==> src/rtl/ethernet_tx_read_sequencer_pkg.sv <==
// Shared Ethernet width helpers.
// Used by the TX/RX datapath blocks to derive beat and pointer widths.
package ethernet_tx_read_sequencer_pkg;

  localparam int eth_data_width_default = 32;
  localparam int eth_mtu_default = 2048;

  function automatic int eth_bytes(input int data_width);
    return data_width / 8;
  endfunction

  function automatic int eth_addr_width(input int mtu);
    return $clog2(mtu);
  endfunction

  function automatic int eth_size_width(input int mtu);
    return $clog2(mtu + 1);
  endfunction

  function automatic int eth_ptr_width(input int data_width, input int mtu);
    return $clog2(mtu / (data_width / 8));
  endfunction

endpackage

==> src/rtl/bsg_counter_clear_up.sv <==
// Wrapping up-counter with synchronous clear.
// Clear together with up loads one.
module bsg_counter_clear_up #(
  parameter int max_val_p = 511,
  parameter int width_p = 9
) (
  input  logic               clk_i,
  input  logic               reset_i,
  input  logic               clear_i,
  input  logic               up_i,
  output logic [width_p-1:0] count_o
);

  logic [width_p-1:0] count_q, count_d;

  always_comb begin
    count_d = count_q;
    if (clear_i && up_i)
      count_d = width_p'(1);
    else if (clear_i)
      count_d = '0;
    else if (up_i)
      count_d = (count_q == width_p'(max_val_p)) ? '0 : count_q + width_p'(1);
  end

  always_ff @(posedge clk_i) begin
    if (reset_i) count_q <= '0;
    else         count_q <= count_d;
  end

  assign count_o = count_q;

endmodule

==> src/rtl/bsg_dff_reset_en.sv <==
// Enabled register with synchronous reset to zero.
module bsg_dff_reset_en #(
  parameter int width_p = 1
) (
  input  logic               clk_i,
  input  logic               reset_i,
  input  logic               en_i,
  input  logic [width_p-1:0] data_i,
  output logic [width_p-1:0] data_o
);

  logic [width_p-1:0] data_q, data_d;

  always_comb begin
    data_d = data_q;
    if (en_i) data_d = data_i;
  end

  always_ff @(posedge clk_i) begin
    if (reset_i) data_q <= '0;
    else         data_q <= data_d;
  end

  assign data_o = data_q;

endmodule

==> src/rtl/bsg_dff_reset_set_clear.sv <==
// Per-bit set/clear register; set has priority.
module bsg_dff_reset_set_clear #(
  parameter int width_p = 1
) (
  input  logic               clk_i,
  input  logic               reset_i,
  input  logic [width_p-1:0] set_i,
  input  logic [width_p-1:0] clear_i,
  output logic [width_p-1:0] data_o
);

  logic [width_p-1:0] data_q, data_d;

  always_comb begin
    data_d = (data_q & ~clear_i) | set_i;
  end

  always_ff @(posedge clk_i) begin
    if (reset_i) data_q <= '0;
    else         data_q <= data_d;
  end

  assign data_o = data_q;

endmodule

==> src/rtl/ethernet_tx_read_sequencer_tkeep.sv <==
// Byte-valid mask for a TX beat.
// Only the last beat of a packet can be partial.
module eth_tkeep_decode #(
  parameter int bytes_p = 4,
  parameter int lg_bytes_p = 2
) (
  input  logic                  last_i,
  input  logic [lg_bytes_p-1:0] rsize_lo_i,
  output logic [bytes_p-1:0]    tkeep_o
);

  always_comb begin
    tkeep_o = '1;
    if (last_i && (rsize_lo_i != '0))
      tkeep_o = (bytes_p'(1) << rsize_lo_i) - bytes_p'(1);
  end

endmodule

==> src/rtl/ethernet_tx_read_sequencer.sv <==
// TX read sequencer: walks the packet buffer and feeds AXI-Stream.
// Sideband is registered to align with the one-cycle RAM latency.
module ethernet_tx_read_sequencer
  import ethernet_tx_read_sequencer_pkg::*;
#(
  parameter int data_width_p = eth_data_width_default,
  parameter int eth_mtu_p = eth_mtu_default,
  localparam int bytes_lp = eth_bytes(data_width_p),
  localparam int addr_width_lp = eth_addr_width(eth_mtu_p),
  localparam int size_width_lp = eth_size_width(eth_mtu_p),
  localparam int ptr_width_lp = eth_ptr_width(data_width_p, eth_mtu_p)
) (
  input  logic                     clk_i,
  input  logic                     reset_i,
  input  logic                     packet_avail_i,
  input  logic [size_width_lp-1:0] packet_rsize_i,
  input  logic [data_width_p-1:0]  packet_rdata_i,
  output logic                     packet_rvalid_o,
  output logic [addr_width_lp-1:0] packet_raddr_o,
  output logic                     packet_ack_o,
  output logic                     send_complete_o,
  output logic [data_width_p-1:0]  tx_axis_tdata_o,
  output logic [bytes_lp-1:0]      tx_axis_tkeep_o,
  output logic                     tx_axis_tvalid_o,
  output logic                     tx_axis_tlast_o,
  output logic                     tx_axis_tuser_o,
  input  logic                     tx_axis_tready_i
);

  localparam int lg_bytes_lp = $clog2(bytes_lp);
  localparam int ptr_max_lp = (eth_mtu_p / bytes_lp) - 1;

  if (!(data_width_p == 32 || data_width_p == 64)) begin : g_bad_width
    $error("data_width_p must be 32 or 64");
  end

  logic [ptr_width_lp-1:0]  ptr_q;
  logic [ptr_width_lp-1:0]  ptr_end;
  logic [size_width_lp-1:0] rsize_m1;
  logic [bytes_lp-1:0]      tkeep_d;
  logic [bytes_lp+1:0]      side_d, side_q;
  logic                     tvalid_q;
  logic                     sending, issue, last;

  assign sending  = ~(tvalid_q & ~tx_axis_tready_i);
  assign issue    = packet_avail_i & sending;
  // size 0 underflows to all ones, i.e. the maximum pointer
  assign rsize_m1 = packet_rsize_i - size_width_lp'(1);
  assign ptr_end  = ptr_width_lp'(rsize_m1 >> lg_bytes_lp);
  assign last     = (ptr_q == ptr_end);

  assign packet_rvalid_o = issue;
  assign packet_raddr_o  = {ptr_q, {lg_bytes_lp{1'b0}}};
  assign packet_ack_o    = issue & last;
  assign send_complete_o = issue & last;

  bsg_counter_clear_up #(
    .max_val_p(ptr_max_lp),
    .width_p  (ptr_width_lp)
  ) u_ptr (
    .clk_i  (clk_i),
    .reset_i(reset_i),
    .clear_i(issue & last),
    .up_i   (issue & ~last),
    .count_o(ptr_q)
  );

  eth_tkeep_decode #(
    .bytes_p   (bytes_lp),
    .lg_bytes_p(lg_bytes_lp)
  ) u_tkeep (
    .last_i    (last),
    .rsize_lo_i(packet_rsize_i[lg_bytes_lp-1:0]),
    .tkeep_o   (tkeep_d)
  );

  assign side_d = {tkeep_d, last, 1'b0};

  bsg_dff_reset_en #(
    .width_p(bytes_lp + 2)
  ) u_side (
    .clk_i  (clk_i),
    .reset_i(reset_i),
    .en_i   (issue),
    .data_i (side_d),
    .data_o (side_q)
  );

  bsg_dff_reset_set_clear #(
    .width_p(1)
  ) u_tvalid (
    .clk_i  (clk_i),
    .reset_i(reset_i),
    .set_i  (issue),
    .clear_i(tx_axis_tready_i),
    .data_o (tvalid_q)
  );

  assign tx_axis_tdata_o  = packet_rdata_i;
  assign tx_axis_tvalid_o = tvalid_q;
  assign tx_axis_tkeep_o  = side_q[bytes_lp+1:2];
  assign tx_axis_tlast_o  = side_q[1];
  assign tx_axis_tuser_o  = side_q[0];

endmodule

==> config.mk <==
export PLATFORM = sky130hd
export DESIGN_NAME = ethernet_tx_read_sequencer
export DESIGN_NICKNAME = d
export VERILOG_FILES = /design/src/rtl/ethernet_tx_read_sequencer_pkg.sv /design/src/rtl/bsg_counter_clear_up.sv /design/src/rtl/bsg_dff_reset_en.sv /design/src/rtl/bsg_dff_reset_set_clear.sv /design/src/rtl/ethernet_tx_read_sequencer_tkeep.sv /design/src/rtl/ethernet_tx_read_sequencer.sv
export SDC_FILE = /design/constraint.sdc
export NUM_CORES = 1
export LEC_CHECK = 0
export CAP_MARGIN = 20
export CORE_AREA = 2 2 63 65
export CTS_CLUSTER_DIAMETER = 150
export CTS_CLUSTER_SIZE = 28
export DETAILED_ROUTE_END_ITERATION = 8
export DIE_AREA = 0 0 65 67
export PLACE_DENSITY = 0.95
export SYNTH_ARGS = -nofsm -noshare
export SYNTH_HDL_FRONTEND = slang
export SYNTH_HIERARCHICAL = 1
export SYNTH_SLANG_ARGS = --single-unit
==> constraint.sdc <==
create_clock -name clk_i -period 5.36 [get_ports clk_i]
set_clock_uncertainty 0.1 [all_clocks]
set_input_delay 0.536 -clock clk_i [delete_from_list [all_inputs] [get_ports clk_i]]
set_output_delay 0.536 -clock clk_i [all_outputs]
set_load 0.01 [all_outputs]
==> summary.md <==
| Metric | Value |
|---|---|
| Max Freq | 243 MHz |
| Final cell count without fillers | 203 |
| FF+latch count, synth | 16 |
| Min-delay src | u_side/data_o[4] |
| Vias in the first global route | 894 |
| First-pass iteration count of the detailed router | 4 |
| Routed WL per cell | 12.9 µm |
| Port Buffers | 33 |
| R2R Path Start | u_ptr/count_o[5] |
| Synth cell types | 34 |
| Cell taking the most area after synthesis | dfxtp_1 |
| Area of the mapped netlist | 1290 µm² |
| Die width | 65 µm |
| Starting Density | 0.357 |
| Area Growth Syn to Fin | 13.0% |
| Placed cells | 199 |
| Share of post-route cells with drive strength above 1 | 0.0839 |
| Most frequent cell after synthesis | buf_4 |
| Syn_area_per_cell | 8.41 µm² |
| Endpoints failing setup | 0 |
| Status | finished, final reports clean |
| Max VDD drop | 0.0931 mV |
| Reg2Reg Setup Slack | 2.69 ns |
| Crit-path max FO | 7 |
| DR iter-0 viols | 16 |
| Crit-path max cell delay | 0.58 ns |
| Clock root cell | clkbuf_8 |
| Number of diodes | 0 |
| CP Capture Point | send_complete_o |
| Clock buffer depth | 2 |
| Initial antenna violation count | 0 |
| Sequential area share after synthesis | 0.249 |
| Post-Route WL | 2620 µm |
| Die Ht | 67 µm |
| Min Tclk post-route | 4.12 ns |
| DRC errors left | 0 |
| Req. time, crit path | 4.72 ns |
| Setup crit start | packet_rsize_i[0] |
| Core Rows | 22 |
| Clock slew at reported path FFs | 0.06 ns |
| Hpwl dp | 2060 µm |
| Pwr Density | 200 nW/µm² |
| Vias/cell | 4.83 |
| Min-delay worst type | reg -> reg |
| Cell depth of the worst setup path | 8 |
| RR Endpoint | u_ptr/count_o[0] |
| Worst Path Buf+Inv | 3 |
| Post-synth EDFFs | 0 |
| Final hold violation count | 0 |
| Full die area | 4360 µm² |
| Boundary Pins | 101 |
| CP Cell Sequence | clkdlybuf4s50_1 -> or4_4 -> or4_4 -> o31ai_2 -> a31oi_1 -> nor4_1 -> buf_4 -> clkdlybuf4s50_1 |
| Crit end category | output port |
| R2R depth | 7 |
| Asr flop ratio synth | 0 |
| Most instantiated cells after synthesis | 36 x buf_4, 16 x dfxtp_1, 14 x nor2_1, 10 x mux2i_1, 8 x o21ai_0 |
| Setup tns final | 0 ns |
| Fin crit share | 0.768 |
| Final Max Tran Viols | 0 |
| Total core area | 3610 µm² |
| Unrepaired setup endpoints after global routing | false |
| Cell family with most CP delay | simple AND/OR/NAND/NOR gates |
| Synth top area share | 0.249 |
| Sink Count | 16 |
| Static Leak | 0.000550 µW |
| Main synth FF type | dfxtp_1 |
| Clock Latency Late Sink | 0.25 ns |
| WHS | 0.398 ns |
| Worst-path cell with the longest stage delay | or4_4 |
| Final layout net count | 207 |
| Hold-fix buffers at CTS | 0 |
| Total congestion overflow | 0 |
| Cts bufs inserted | 3 |
| Critical Path Start Type | primary input |
| Synth Warn # | 6 |
| Mapped Cells | 153 |
| CTS tree | built |
| Largest net degree at the start of global routing | 12 |
| Largest cells by area after synthesis | dfxtp_1 25%, buf_4 21%, mux2i_1 7.8% |
| Gp weighted congestion | 0.812 |
| Cts repair resizes | 0 |
| Via count | 981 |
| Setup CP Type | in -> out |
| Critical Path AT | 3.48 ns |
| Post-route ant nets | 0 |
| First-pass GRT wire length | 3960 µm |
| Max_cap viols | 0 |
| Gr usage total | 0.119 |
| CTS H-tree lvls | 1 |
| Setup bufs post-CTS | 0 |
[cell usage in the layout, fill, tap and decap left out, drive strengths merged]
cell type       n
ha              3
nand4           4
a22o            1
inv             3
nand4b          1
nor3            3
nand3b          1
o21ai           8
o31a            1
buf             1
nor2           14
nor4            2
mux2i          10
o31ai           1
xnor2           6
clkbuf          4
nor2b           2
a211o           2
or3             4
nand2           6
conb            4
a31oi           1
clkdlybuf4s50  33
a21oi           5
or2b            1
nand3           3
nand2b          2
or4             5
or3b            1
xor2            7
dfxtp          16
[cells by family after synthesis]
family,synth area share
flops,0.249
compound gates,0.0952
mux,0.0777
fa+ha+maj,0.0292
other cells,0.00583
simple gates,0.219
xor+xnor,0.0884
buf+inv,0.236
[worst min path at each step]
| stage | end | slack, ns | cells past startpoint |
|---|---|---|---|
| after global placement | u_side/data_o[0] | 0.37 | 2 |
| after detailed placement | u_side/data_o[4] | 0.38 | 2 |
| final | u_side/data_o[4] | 0.40 | 2 |
| after floorplan | u_tvalid/data_o | 0.41 | 2 |
| after global routing | u_side/data_o[3] | 0.43 | 2 |
| after CTS | u_side/data_o[4] | 0.40 | 2 |
[flip-flops by register name, summed over array words and instances, names as in the netlist]
| name | count |
|---|---|
| u_ptr/count_o | 9 |
| u_tvalid/data_o | 1 |
| u_side/data_o | 6 |
[metal layers]
metal  wire length, µm  vias to the layer above  global-route usage
met4                76                        0              0.0824
met1              1060                      452               0.131
met3               171                       10              0.0270
met2              1300                       29               0.201
met5                 0                        -                   0
li1                  -                      490                   -
[stage by stage]
| stage | cell area (µm²) | total power [µW] | util | setup slack, ns |
|---|---|---|---|---|
| 2_1_floorplan | 1290 | 186 | - | 1.80 |
| 3_3_place_gp | 1400 | 184 | 0.388 | 1.26 |
| 3_5_place_dp | 1400 | 186 | 0.388 | 1.24 |
| 4_1_cts | 1460 | 293 | 0.404 | 1.22 |
| 5_1_grt | 1460 | 304 | 0.404 | 1.09 |
| 6_report | 1460 | 290 | 0.404 | 1.24 |
[power breakdown]
part           internal (µW)  leakage [µW]  switching [µW]
Clock                   65.1     0.0000288            42.5
Combinational           30.5      0.000390            24.8
Sequential               124      0.000131            4.00
[area by class of cell]
class	count	area, µm²
multi-input combinational	98	671
inverter	3	11.3
sequential	16	320
timing repair buffer	34	338
clock buffer	4	55.1
fill	361	2150
tap	48	60.1
[worst reg2reg max path: stages, from the launching register on]
cell and delay [ns]:
dfxtp_1 0.42, xnor2_1 0.14, or4_4 0.55, o31ai_2 0.19, a31oi_1 0.10, o31a_1 0.46
or3b_2 0.50, a21oi_1 0.14
(Power assumes the default switching activity.)
